$ cat src/rtl/pipe_reg_elastic.sv
// rtl/pipe_reg_elastic.sv - elastic WIDTH x DEPTH register pipeline with valid/ready; optional macro PIPE_REG_FLUSH_EN adds a flush input
module pipe_reg_elastic #(
  parameter int               WIDTH   = 8,
  parameter int               DEPTH   = 2,
  parameter logic [WIDTH-1:0] RST_VAL = '0
) (
  input  logic                       clk,
  input  logic                       rst,
`ifdef PIPE_REG_FLUSH_EN
  input  logic                       flush,
`endif
  input  logic [WIDTH-1:0]           in_data,
  input  logic                       in_valid,
  output logic                       in_ready,
  output logic [WIDTH-1:0]           out_data,
  output logic                       out_valid,
  input  logic                       out_ready,
  output logic [$clog2(DEPTH+1)-1:0] count
);

  localparam int CW = $clog2(DEPTH+1);

  logic [WIDTH-1:0] r_d [DEPTH];
  logic [DEPTH-1:0] r_v;
  logic [CW-1:0]    r_count;

  logic [DEPTH-1:0] w_adv;
  logic [DEPTH-1:0] w_take;
  logic             w_flush;
  logic             w_in_xfer;
  logic             w_out_xfer;

`ifdef PIPE_REG_FLUSH_EN
  assign w_flush = flush;
`else
  assign w_flush = 1'b0;
`endif

  // Advance/take chain from the output back to the input; a stage can take
  // a word when it is empty or its own word moves on this cycle.
  always_comb begin
    w_adv            = '0;
    w_take           = '0;
    w_adv[DEPTH-1]   = r_v[DEPTH-1] & out_ready;
    w_take[DEPTH-1]  = ~r_v[DEPTH-1] | w_adv[DEPTH-1];
    for (int i = DEPTH - 2; i >= 0; i--) begin
      w_adv[i]  = r_v[i] & w_take[i+1];
      w_take[i] = ~r_v[i] | w_adv[i];
    end
  end

  assign in_ready   = w_take[0] & ~w_flush;
  assign w_in_xfer  = in_valid & in_ready;
  assign w_out_xfer = r_v[DEPTH-1] & out_ready;

  // Stage registers: load from predecessor when taking; data only moves with a valid word.
  always_ff @(posedge clk or posedge rst) begin
    if (rst) begin
      r_v <= '0;
      for (int i = 0; i < DEPTH; i++) begin
        r_d[i] <= RST_VAL;
      end
    end else if (w_flush) begin
      r_v <= '0;
    end else begin
      if (w_take[0]) begin
        r_v[0] <= in_valid;
        if (in_valid) begin
          r_d[0] <= in_data;
        end
      end
      for (int i = 1; i < DEPTH; i++) begin
        if (w_take[i]) begin
          r_v[i] <= w_adv[i-1];
          if (w_adv[i-1]) begin
            r_d[i] <= r_d[i-1];
          end
        end
      end
    end
  end

  // Occupancy: up on input-only transfer, down on output-only transfer.
  always_ff @(posedge clk or posedge rst) begin
    if (rst) begin
      r_count <= '0;
    end else if (w_flush) begin
      r_count <= '0;
    end else if (w_in_xfer && !w_out_xfer) begin
      r_count <= r_count + CW'(1);
    end else if (w_out_xfer && !w_in_xfer) begin
      r_count <= r_count - CW'(1);
    end
  end

  assign out_data  = r_d[DEPTH-1];
  assign out_valid = r_v[DEPTH-1];
  assign count     = r_count;

endmodule

$ cat config.mk
export PLATFORM = sky130hd
export DESIGN_NAME = pipe_reg_elastic
export DESIGN_NICKNAME = d
export VERILOG_FILES = /design/src/rtl/pipe_reg_elastic.sv
export SDC_FILE = /design/constraint.sdc
export NUM_CORES = 1
export LEC_CHECK = 0
export BUFFER_PORTS_ARGS = -buffer_cell sky130_fd_sc_hd__buf_2
export CORE_MARGIN = 2
export CORE_UTILIZATION = 45
export DETAILED_ROUTE_END_ITERATION = 8
export GPL_TIMING_DRIVEN = 0
export PLACE_DENSITY = 0.76
export SLEW_MARGIN = 20
export SYNTH_ARGS = -nofsm -noshare
export SYNTH_HDL_FRONTEND = slang
export SYNTH_SLANG_ARGS = --single-unit
$ cat constraint.sdc
create_clock -name clk -period 1.31 [get_ports clk]
set_clock_uncertainty 0.1 [all_clocks]
set_input_delay 0.393 -clock clk [delete_from_list [all_inputs] [get_ports clk]]
set_output_delay 0.393 -clock clk [all_outputs]
set_load 0.02 [all_outputs]
==> flow_summary.ini <==
[detailed_routing]
drt_iter0_markers = 3
viasPerCell = 4.53
ant_nets = 0
drc = 0
wire_per_inst_um = 12.9
vias = 544
drt_wl_total_um = 1550
drt-pass1-iter-count = 2

[sta]
finalCritPeriodShare = 1.13
timing.final.ws_setup_ns = -0.175
slew_headroom = 0.509
clock.fmax_mhz = 673
final_max_slew_viol_count = 0
setup_viol = 13
finalHoldViolCount = 0
whs_ns = 0.108
worst_pin_slew_ns = 0.735
rsz0062_at_grt = yes
period_needed_ns = 1.49

[floorplanning]
dieArea_um2 = 2370
die_h_um = 48.7
die_x_um = 48.7
ioPinCount = 24
core_um2 = 1920
start_util = 0.467
rows = 16

[clock_network]
cts_tree = yes
insertion_delay_ns = 0.29
clockBufferDepth = 2
htreeDepth = 1
cts_buffers = 3
cts.clk_slew.worst_paths_ns = 0.11
cts.root.buffer_cell = clkbuf_4
cts_sinks = 20

[yosys]
ys_top_cells_by_area = dfrtp_1 (56%), mux2_4 (13%), mux2_2 (8.8%)
synth_seq_cells = 20
netlist_area_um2 = 898
netlist.area_leader.share = 0.557
ys_seq_area_frac = 0.557
yosys.area.top_type = dfrtp_1
yosysWarnings = 0
yosysUniqueCellTypes = 17
syn-num-nets = 71
avgSynthCellArea_um2 = 15.5
syn_inst = 58

[global_routing]
grt_max_degree = 21
grt_pass1_vias = 601
grt_pass1_wl_um = 2590
antenna_found_initial = 0
grt-ovfl-total = 0
track_usage = 0.147

[placed_design]
post-place-ws_ns = -0.349
place.gp.congestion = 0.649
port-buffer-count = 23
dp_hpwl_um = 945

[critical_path]
worst-setup-path-type = reg -> out
startpoint = r_v[1]
worstPathArrival_ns = 0.99
crit_path_max_fanout = 3
reg2reg_from = r_v[1]
crit_path_start_kind = register
reg2regPathDepth = 7
required_ns = 0.82
crit_path_end_kind = output port

[min_path]
hp-class = in -> async

[power_and_ir_drop]
irDropWorstVdd_v = 0.00100
p_per_area_nw_per_um2 = 1640
power.leakage_nw = 0.640
p_sw_w = 0.000632
internal_power_w = 0.00150
p_comb_frac = 0.436
pwr-share-seq = 0.399
clkPwrFrac = 0.165
switching_share = 0.297

[layout]
nNetsFinal = 107
diodes = 0
drive_above_1_share = 0.731
area_delta_synth_final_pct = 44.2

[job]
maxCapViolations = 0

[status]
status = complete, but fails checks
failed_checks = negative setup slack
==> synthesized netlist by cell type (all sizes together) <==
library cell  instances
dfrtp                20
mux2                 16
buf                   8
nand2                 3
inv                   2
nand2b                2
xor2                  2
ha                    1
nand3b                1
nor2                  1
or2b                  1
xnor2                 1
==> critical path, stage by stage, from the launching register on <==
cell      delay [ns]
dfrtp_2         0.45
nand3b_4        0.12
buf_6           0.13
==> logic make-up (layout without fill, tap and decap cells) <==
kind of cell  after synthesis  count (layout)  synth area share
xor+xnor                    3               3            0.0293
buf+inv                    10              45            0.0752
mux                        16              16             0.234
fa+ha+maj                   1               1            0.0139
flops                      20              20             0.557
simple gates                8               8            0.0905
==> area by class of cell <==
type	count	area, um^2
well taps	27	33.8
repair buffers	31	251
fillers	166	627
multi-input cells	28	370
inverters	2	10.0
clock buffers	4	36.3
flip-flops and latches	20	503
plain buffers	8	90.1
==> routing by layer <==
layer | track usage | part of all wire
met2 | 0.253 | 0.55
met4 | 0.0571 | 0
met5 | 0 | 0
met1 | 0.175 | 0.41
met3 | 0.0370 | 0.047
==> what timing repair did <==
item	in CTS	in global routing
setup buffers	4	4
pin swaps	1	5
resized for setup	31	7
setup endpoints to repair	14	22
hold buffers	0	0
==> placed cells by master, fill, tap and decap left out, types with 2 or more instances in the layout <==
master / count
buf_2: 12
buf_4: 6
buf_6: 21
clkbuf_4: 3
dfrtp_1: 18
dfrtp_2: 2
mux2_2: 6
mux2_4: 9
nand2_8: 2
xor2_1: 2
==> power by group through the flow <==
stage | logic, W | clock network (W) | registers (W)
final | 0.000928 | 0.000352 | 0.000851
after global routing | 0.000988 | 0.000397 | 0.000868
after detailed placement | 0.000606 | 0 | 0.000854
after floorplan | 0.000416 | 0 | 0.000881
after CTS | 0.000850 | 0.000361 | 0.000846
after global placement | 0.000593 | 0 | 0.000846
==> state kept, by name, summed over array words and instances (netlist names) <==
register and flops:
r_d 8, count 2, r_v 2, out_data 8
==> through the flow <==
step           cell area (um^2)  power [W]   util  cells  setup TNS, ns
2_1_floorplan               915    0.00130      -     58         -0.233
3_3_place_gp               1060    0.00144  0.553    108          -1.66
3_5_place_dp               1060    0.00146  0.553    108          -1.99
4_1_cts                    1230    0.00206  0.640    116          -1.49
5_1_grt                    1290    0.00225  0.674    120          -2.06
6_report                   1290    0.00213  0.674    120          -1.34
==> final timing paths <==
check,end,slack (ns)
hold reg to reg,out_data[7],0.40
max in group asynchronous,r_v[1],0.50
setup reg to reg,count[1],-0.11
setup / recovery,in_ready,-0.18
min in group clk,r_d[9],0.22
hold / removal,r_d[14],0.11
(Power assumes the default switching activity.)
